==> config.mk <==
export PLATFORM = sky130hd
export DESIGN_NAME = modulo_encaixotamento_duzias
export DESIGN_NICKNAME = d
export VERILOG_FILES = /design/src/rtl/modulo_encaixotamento_duzias.sv
export SDC_FILE = /design/constraint.sdc
export NUM_CORES = 1
export LEC_CHECK = 0
export ABC_CLOCK_PERIOD_IN_PS = 2810
export CAP_MARGIN = 20
export CORE_MARGIN = 8
export CORE_UTILIZATION = 50
export CTS_CLUSTER_SIZE = 24
export DETAILED_ROUTE_END_ITERATION = 10
export PLACE_DENSITY = 0.86
export RECOVER_POWER = 100
export SLEW_MARGIN = 30
export SYNTH_ARGS = -nofsm -noshare
export SYNTH_HDL_FRONTEND = slang
export SYNTH_SLANG_ARGS = --single-unit
==> constraint.sdc <==
create_clock -name clk -period 2.81 [get_ports clk]
set_clock_uncertainty 0.2 [all_clocks]
set_input_delay 0.281 -clock clk [delete_from_list [all_inputs] [get_ports clk]]
set_output_delay 0.281 -clock clk [all_outputs]
set_load 0.02 [all_outputs]
==> src/rtl/modulo_encaixotamento_duzias.sv <==
`default_nettype none
// ============================================================================
// Module   : modulo_encaixotamento_duzias
// Purpose  : Packs sealed bottles into boxes of BOTTLES_PER_BOX, drives box
//            feed/eject, tracks empty-box stock and completed boxes, and
//            back-pressures the sealing stage. Optional macro:
//            CAIXA_TIMEOUT_EN (eject watchdog).
// Revision : 1.0 - initial release
// ============================================================================
module modulo_encaixotamento_duzias #(
    parameter int BOTTLES_PER_BOX = 12,
    parameter int STOCK_MAX       = 20,
    parameter int EJECT_CYCLES    = 4,
    parameter int TIMEOUT_CYCLES  = 64
) (
    input  logic       clk,
    input  logic       rst,
    input  logic       enable_i,
    input  logic       bottle_in_i,
    input  logic       box_present_i,
    input  logic       stock_load_i,
    input  logic [4:0] stock_in_i,
    output logic       box_feed_o,
    output logic       box_eject_o,
    output logic       hold_o,
    output logic       al_caixa_o,
    output logic       err_drop_o,
    output logic [3:0] bottle_count_o,
    output logic [6:0] box_count_o,
    output logic [4:0] box_stock_o,
    output logic [1:0] state_o
);

    typedef enum logic [1:0] {
        IDLE  = 2'b00,
        LOAD  = 2'b01,
        FILL  = 2'b10,
        EJECT = 2'b11
    } state_t;

    localparam int               c_ej_w      = $clog2(EJECT_CYCLES + 1);
    localparam logic [c_ej_w-1:0] c_ej_last  = c_ej_w'(EJECT_CYCLES - 1);
    localparam logic [c_ej_w-1:0] c_ej_one   = c_ej_w'(1);
    localparam logic [3:0]       c_bpb       = 4'(BOTTLES_PER_BOX);
    localparam logic [4:0]       c_stock_max = 5'(STOCK_MAX);

    generate
        if (BOTTLES_PER_BOX < 2 || BOTTLES_PER_BOX > 15 || STOCK_MAX < 0 ||
            STOCK_MAX > 31 || EJECT_CYCLES < 1 || TIMEOUT_CYCLES < 1) begin : g_bad_params
            $error("modulo_encaixotamento_duzias: illegal parameter set");
        end
    endgenerate

    state_t              state_q;
    logic                bottle_prev_q;
    logic                present_prev_q;
    logic                pending_q;
    logic                box_feed_q;
    logic                eject_q;
    logic                eject_done_q;
    logic [c_ej_w-1:0]   eject_cnt_q;
    logic [3:0]          bottle_cnt_q;
    logic [6:0]          box_cnt_q;
    logic [4:0]          stock_q;
    logic                err_drop_q;

    logic                w_rise;
    logic                w_present_rise;
    logic                w_hold;
    logic                w_stock_alarm;
    logic [4:0]          w_stock_load_val;

    assign w_rise           = bottle_in_i & ~bottle_prev_q;
    assign w_present_rise   = box_present_i & ~present_prev_q;
    assign w_hold           = ~(enable_i && (state_q == FILL));
    assign w_stock_alarm    = (state_q == LOAD) && (stock_q == 5'd0) && !box_present_i;
    assign w_stock_load_val = (stock_in_i > c_stock_max) ? c_stock_max : stock_in_i;

`ifdef CAIXA_TIMEOUT_EN
    localparam int               c_to_w   = $clog2(TIMEOUT_CYCLES + 1);
    localparam logic [c_to_w-1:0] c_to_max = c_to_w'(TIMEOUT_CYCLES);
    localparam logic [c_to_w-1:0] c_to_one = c_to_w'(1);

    logic [c_to_w-1:0] to_cnt_q;
    logic              w_to_alarm;

    assign w_to_alarm  = (to_cnt_q == c_to_max);
    assign al_caixa_o  = w_stock_alarm | w_to_alarm;
    assign box_eject_o = (eject_q | w_to_alarm) & enable_i;
`else
    assign al_caixa_o  = w_stock_alarm;
    assign box_eject_o = eject_q & enable_i;
`endif

    assign box_feed_o     = box_feed_q;
    assign hold_o         = w_hold;
    assign err_drop_o     = err_drop_q;
    assign bottle_count_o = bottle_cnt_q;
    assign box_count_o    = box_cnt_q;
    assign box_stock_o    = stock_q;
    assign state_o        = state_q;

    always_ff @(posedge clk) begin
        if (rst) begin
            state_q        <= IDLE;
            bottle_prev_q  <= 1'b0;
            present_prev_q <= 1'b0;
            pending_q      <= 1'b0;
            box_feed_q     <= 1'b0;
            eject_q        <= 1'b0;
            eject_done_q   <= 1'b0;
            eject_cnt_q    <= '0;
            bottle_cnt_q   <= 4'd0;
            box_cnt_q      <= 7'd0;
            stock_q        <= 5'd0;
            err_drop_q     <= 1'b0;
`ifdef CAIXA_TIMEOUT_EN
            to_cnt_q       <= '0;
`endif
        end else begin
            bottle_prev_q  <= bottle_in_i;
            present_prev_q <= box_present_i;
            box_feed_q     <= 1'b0;

            // A bottle released against backpressure is lost, never counted.
            if (w_rise && w_hold) begin
                err_drop_q <= 1'b1;
            end
            if (stock_load_i) begin
                stock_q <= w_stock_load_val;
            end

            if (enable_i) begin
                if (w_present_rise) begin
                    pending_q <= 1'b0;
                end
                case (state_q)
                    IDLE: begin
                        state_q <= LOAD;
                    end
                    LOAD: begin
                        if (box_present_i) begin
                            state_q <= FILL;
                        end else if (stock_q != 5'd0 && !pending_q && !stock_load_i) begin
                            box_feed_q <= 1'b1;
                            stock_q    <= stock_q - 5'd1;
                            pending_q  <= 1'b1;
                        end
                    end
                    FILL: begin
                        // Box lost: keep the partial count for the next box.
                        if (!box_present_i) begin
                            state_q <= LOAD;
                        end else if (w_rise) begin
                            bottle_cnt_q <= bottle_cnt_q + 4'd1;
                            if (bottle_cnt_q + 4'd1 == c_bpb) begin
                                state_q      <= EJECT;
                                eject_q      <= 1'b1;
                                eject_cnt_q  <= c_ej_last;
                                eject_done_q <= 1'b0;
                            end
                        end
                    end
                    EJECT: begin
                        if (!eject_done_q) begin
                            if (eject_cnt_q != '0) begin
                                eject_cnt_q <= eject_cnt_q - c_ej_one;
                            end else begin
                                eject_q      <= 1'b0;
                                eject_done_q <= 1'b1;
                            end
                        end else if (!box_present_i) begin
                            box_cnt_q    <= (box_cnt_q == 7'd99) ? 7'd0 : box_cnt_q + 7'd1;
                            bottle_cnt_q <= 4'd0;
                            eject_done_q <= 1'b0;
                            state_q      <= LOAD;
`ifdef CAIXA_TIMEOUT_EN
                            to_cnt_q     <= '0;
                        end else if (!w_to_alarm) begin
                            to_cnt_q     <= to_cnt_q + c_to_one;
`endif
                        end
                    end
                    default: begin
                        state_q <= IDLE;
                    end
                endcase
            end
        end
    end

endmodule
`default_nettype wire

Yosys cells after proc, flatten, opt, wreduce, memory -nomap -nowiden

Cells that the tools add are included.

Muxes and demuxes: 43
$add $sub $neg: 4
Reductions and logical operators: 21
Equal/unequal tests: 16
$lt $le $gt $ge: 1
Bitwise gates (word level): 9

Operators by type and width:

| kind                                                 | count |
|---|---|
| two-way mux 5 bit                                    | 6 |
| two-way mux 1 bit                                    | 16 |
| two-way mux 4 bit                                    | 4 |
| inequality test 2 bit, second input constant         | 8 |
| two-way mux 3 bit                                    | 5 |
| AND reduction 7 bit                                  | 2 |
| two-way mux 2 bit                                    | 6 |
| AND reduction 6 bit                                  | 2 |
| case mux 2 bit (4 select lines)                      | 1 |
| case mux 4 bit (2 select lines)                      | 1 |
| adder 7 x 1 -> 7 bit, second input constant          | 1 |
| equality test 7 bit, second input constant           | 1 |
| two-way mux 7 bit                                    | 1 |
| logical AND 1 bit                                    | 6 |
| NOT 1 bit                                            | 6 |
| case mux 3 bit (2 select lines)                      | 1 |
| greater-than comparator 5 bit, second input constant | 1 |
| logical NOT 5 bit                                    | 1 |
| AND reduction 5 bit                                  | 1 |
| nonzero test 5 bit                                   | 1 |
| subtractor 5 x 1 -> 5 bit, second input constant     | 1 |
| adder 4 x 1 -> 4 bit, second input constant          | 1 |
| equality test 2 bit, second input constant           | 2 |
| equality test 4 bit, second input constant           | 1 |
| 13 further kinds                                     | 18 |

Logic and storage cells: 106
Output and inout bits: 23
Bits in registers: 28
Bits of input ports: 11

Longest topological paths before layout

Gate-level depths: netlist of the first run.

Word-level depth: 7
Depth in mapped cells: 8
Depth with buffers taken out: 8

Worst setup path after synthesis of the first run

No wires, ideal clock.

Path type: flip-flop to flip-flop
From: register stock_q[0] (netlist: box_stock_o[0])
To: register stock_q[3] (netlist: box_stock_o[3])
Data required time: 2,544 ps
Data arrival time: 1,873 ps
Cell stages (with the launch flop): 8
Period minus slack after synthesis: 2,139 ps
Library setup time: 66 ps
Setup slack: 671 ps
Path buffers: 0
Cell sequence: dfxtp_1 > inv_1 > ha_1 > nor4b_4 > nor4_4 > nand2_2 > mux2_4 > a21oi_2

Cells in the longest elaborated chain, start to end: 7
Elaborated cells between the ends (all ways): 8
Classes of those cells: add/sub (1); mux (4); reduce/logical (3)

Ends and longest elaborated chain:

| item                                                              | RTL line | source |
|---|---|---|
| start, declared                                                   | 64       | `logic [4:0] stock_q;` |
| start signal, assigned                                            | 130      | `stock_q <= w_stock_load_val;` |
| start signal, assigned                                            | 146      | `stock_q <= stock_q - 5'd1;` |
| branches (longest 3 deep; another with subtractor 5 x 1 -> 5 bit) | n/a      |  |
| two-way mux 5 bit (*)                                             | 144      | `end else if (stock_q != 5'd0 && !pending_q && !stock_load_i) begin` |
| two-way mux 5 bit (*)                                             | 142      | `if (box_present_i) begin` |
| two-way mux 5 bit (*)                                             | 137      | `case (state_q)` |
| two-way mux 5 bit (*)                                             | 133      | `if (enable_i) begin` |

Every way passes the cells marked *.
A chain may end at the register's enable or synchronous reset.

Worst setup path in the final report of the first run

From: register stock_q[0] (netlist: box_stock_o[0])
To: output al_caixa_o

Cells in the longest elaborated chain, start to end: 3

Ends and longest elaborated chain:

| item                            | RTL line | source |
|---|---|---|
| logical NOT 5 bit               | 76       | `assign w_stock_alarm = (state_q == LOAD) && (stock_q == 5'd0) && !box_present_i;` |
| logical AND 1 bit (2 in series) | 76       |  |
| end, declared                   | 26       | `output logic al_caixa_o,` |

No other way between the ends.

==> impl_metrics.toml, run 1 <==
[clock_network]
cts_hold_buffers = 0
cts_buffers = 3
cts_resized = 0
cts.sinks = 28
clkLatencyLatePin_ns = 0.33
clock_path_buffers = 2
postCtsSetupBuffers = 0
cts_root_buf = "clkbuf_4"
h-tree-depth = 1
cts_tree = "done"
clk_pin_slew_ns = 0.15

[detailed_routing]
wirelength_mm = 3.470
wire_per_inst_um = 13.35
drtIter0Drc = 76
drtPass1Iterations = 4
vias = 1392
viasPerCell = 5.354
drtAntennaViolNets = 0
drc = 0

[setup_path]
cp.arrival_ns = 2.14
worst_setup_path_start_kind = "register"
worstRegToRegCells = 6
r2r_start = "state_o[0]"
path_class = "register to output port"
critical_path.max_fanout = 4
end_kind = "output port"
crit_path_end = "al_caixa_o"
ff2ff_setup_slack_ns = 0.28
critPathRequiredTime_ns = 2.33
timing.rr.end = "box_count_o[5]"
startpoint = "box_stock_o[0]"

[timing]
rsz0062_at_grt = "false"
setup_viol = 0
worst_pin_slew_ns = 0.8942
hold_violations = 0
timing.fmax_ghz = 0.3815
setup_tns_ns = 0
slew_violations = 0
fin_crit_ns = 2.621
worst_slack_ns = 0.1891
fin_crit_sh_pct = 93.27
maxSlewHeadroom_pct = 40.39

[cells_and_area]
syn_to_final_growth_pct = 22.29
layout.cells.non_filler = 260
final_nets = 238
drive_gt1_share_pct = 5.556
antenna_cells = 0

[grt]
overflow = 0
antenna_found_initial = 0
grt_usage_pct = 13.99
grt_pass1_vias = 1340
grt_pass1_wl_mm = 6.099
grt_max_degree = 20

[die]
die_area_um2 = 5338
ios = 34
core_area_um2 = 3078
rows = 20
die_w_um = 73.06
fp.dieH_um = 73.06
start_util_pct = 52.89

[synthesis]
yosysWarningCount = 0
avgSynthCellArea_um2 = 8.752
ys_seq_area_share_pct = 34.44
synth_area_um2 = 1628
ys_seq_elements = 28
synth_cell_types = 54
synth_cells = 186
synth_nets = 207

[place]
dp_cells = 256
place_ws_ns = 0.3694
portBuffers = 33
dp_hpwl_mm = 2.658
gp_congestion = 0.8225

[pwr]
vdd_drop_max_mv = 0.1740
p_leak_nw = 0.7743
powerDensity_nw_per_um2 = 370.7

[worst_hold_path]
min_path_type = "register to register"

[outcome]
status = "finished, final reports clean"

[run]
maxCapViolCount = 0
-- registers in the layout (all words and copies together), names as in the netlist --
register and cells:
eject_cnt_q 3, err_drop_o 1, bottle_prev_q 1, box_stock_o 5, box_feed_o 1, eject_q 1, pending_q 1, bottle_count_o 4
box_count_o 7, eject_done_q 1, state_o 2, present_prev_q 1
-- layer usage --
| metal | global-route usage (%) | part of all wire, % | routed length [µm] |
|---|---|---|---|
| met5 | 0 | 0 | 0 |
| met4 | 4.000 | 1.2 | 41 |
| met3 | 3.159 | 5.3 | 183 |
| met2 | 22.84 | 45 | 1567 |
| met1 | 17.76 | 48 | 1677 |
-- critical path, stage by stage, from the launching register on --
cell and delay [ns]:
dfxtp_1 0.37, inv_1 0.09, ha_1 0.22, nor4b_4 0.31, inv_1 0.08, nor2_1 0.11, clkdlybuf4s50_1 0.62
-- Yosys cell counts (all sizes together) --
library cell | n | area share [%]
a211o | 1 | 0.54
a211oi | 5 | 2.3
a21oi | 14 | 4.5
a2bb2oi | 1 | 0.54
a311oi | 3 | 1.6
a31o | 1 | 0.54
a31oi | 3 | 1.2
a41o | 2 | 1.3
and2 | 3 | 1.2
and2b | 2 | 0.92
and3 | 1 | 0.38
and4 | 1 | 0.54
and4b | 1 | 0.61
buf | 5 | 2.5
clkbuf | 4 | 0.92
dfxtp | 28 | 34
ha | 10 | 7.7
inv | 9 | 2.1
mux2 | 3 | 2.3
mux2i | 2 | 1.2
nand2 | 16 | 3.8
nand2b | 3 | 1.8
nand3 | 4 | 1.2
nand3b | 4 | 1.8
nand4 | 2 | 0.77
nand4b | 2 | 1.1
nor2 | 20 | 4.6
nor2b | 5 | 2.1
nor3 | 3 | 0.92
nor3b | 2 | 0.92
nor4 | 3 | 2.1
nor4b | 1 | 1.5
o2111ai | 1 | 0.54
o211ai | 1 | 0.46
o21ai | 6 | 1.8
o22ai | 1 | 0.38
o31ai | 2 | 0.92
o41ai | 1 | 1.0
or2b | 2 | 0.92
or3 | 2 | 0.77
or4b | 1 | 0.61
xnor2 | 2 | 1.1
xor2 | 3 | 1.6
-- cell type report --
class / count / area [µm²]
Timing Repair Buffer: 35 / 337.8
Fill cell: 282 / 1087
Sequential cell: 28 / 560.5
Tap cell: 44 / 55.05
Multi-Input combinational cell: 140 / 967.2
Inverter: 9 / 33.78
Clock buffer: 4 / 36.28
-- cell families (layout without fill, tap and decap cells) --
family | after synthesis | count (layout) | synth area share [%]
AOI/OAI and AO/OA | 42 | 42 | 17.68
xor gates and xnor gates | 5 | 5 | 2.691
adders and majority gates | 10 | 10 | 7.686
buffers and inverters | 18 | 48 | 5.457
DFF | 28 | 28 | 34.44
muxes | 5 | 5 | 3.535
and+or+nand+nor | 78 | 78 | 28.52
-- layout by cell type (no fill, tap or decap), types with 3 or more instances in the layout --
cell,netlist,routed
nand2_1,15,15
a21oi_1,13,13
dlygate4sd3_1,0,23
xor2_1,3,3
clkdlybuf4s50_1,0,10
o21ai_0,5,6
nor3_1,3,3
a311oi_1,3,3
a211oi_1,5,5
and2_1,3,3
nand3_1,4,4
dfxtp_1,28,28
inv_1,9,9
ha_1,10,10
a31oi_1,3,3
nand3b_1,4,4
nor2_1,20,20
clkbuf_4,0,3
mux2_1,2,3
nor2b_1,4,4
-- where the power goes --
| group | leakage, nW | internal (W) | switching (W) | total [W] |
|---|---|---|---|---|
| combinational | 0.526 | 0.0000551 | 0.0000630 | 0.000118 |
| clock | 0.0210 | 0.0000795 | 0.000122 | 0.000202 |
| sequential | 0.228 | 0.000408 | 0.0000106 | 0.000418 |
-- worst min path at each step --
stage	slack [ns]	startpoint	endpoint	cells past startpoint
5_1_grt	0.28	eject_cnt_q[1]	eject_cnt_q[1]	2
2_1_floorplan	0.21	bottle_in_i	bottle_prev_q	1
6_report	0.27	eject_cnt_q[1]	eject_cnt_q[1]	2
3_3_place_gp	0.24	eject_cnt_q[1]	eject_cnt_q[1]	2
3_5_place_dp	0.25	eject_cnt_q[1]	eject_cnt_q[1]	2
4_1_cts	0.27	eject_cnt_q[1]	eject_cnt_q[1]	2
-- stage by stage --
stage               utilization (%)  area (µm²)  total power (W)  hold slack (ns)
floorplan                         -        1628        0.0005050           0.2092
global placement              64.11        1973        0.0005475           0.2417
detailed placement            64.11        1973        0.0005510           0.2539
CTS                           65.28        2009        0.0007469           0.2730
global route                  64.67        1991        0.0007707           0.2822
finish                        64.67        1991        0.0007380           0.2732
No activity file was read; power rests on OpenSTA's default activity.
==> run 2, diff against run 1 <==
Settings changed: ABC_CLOCK_PERIOD_IN_PS 2810 to unset.
==> results of run 2 <==
No change in the layout: final DEF, timing and power equal those of run 1.
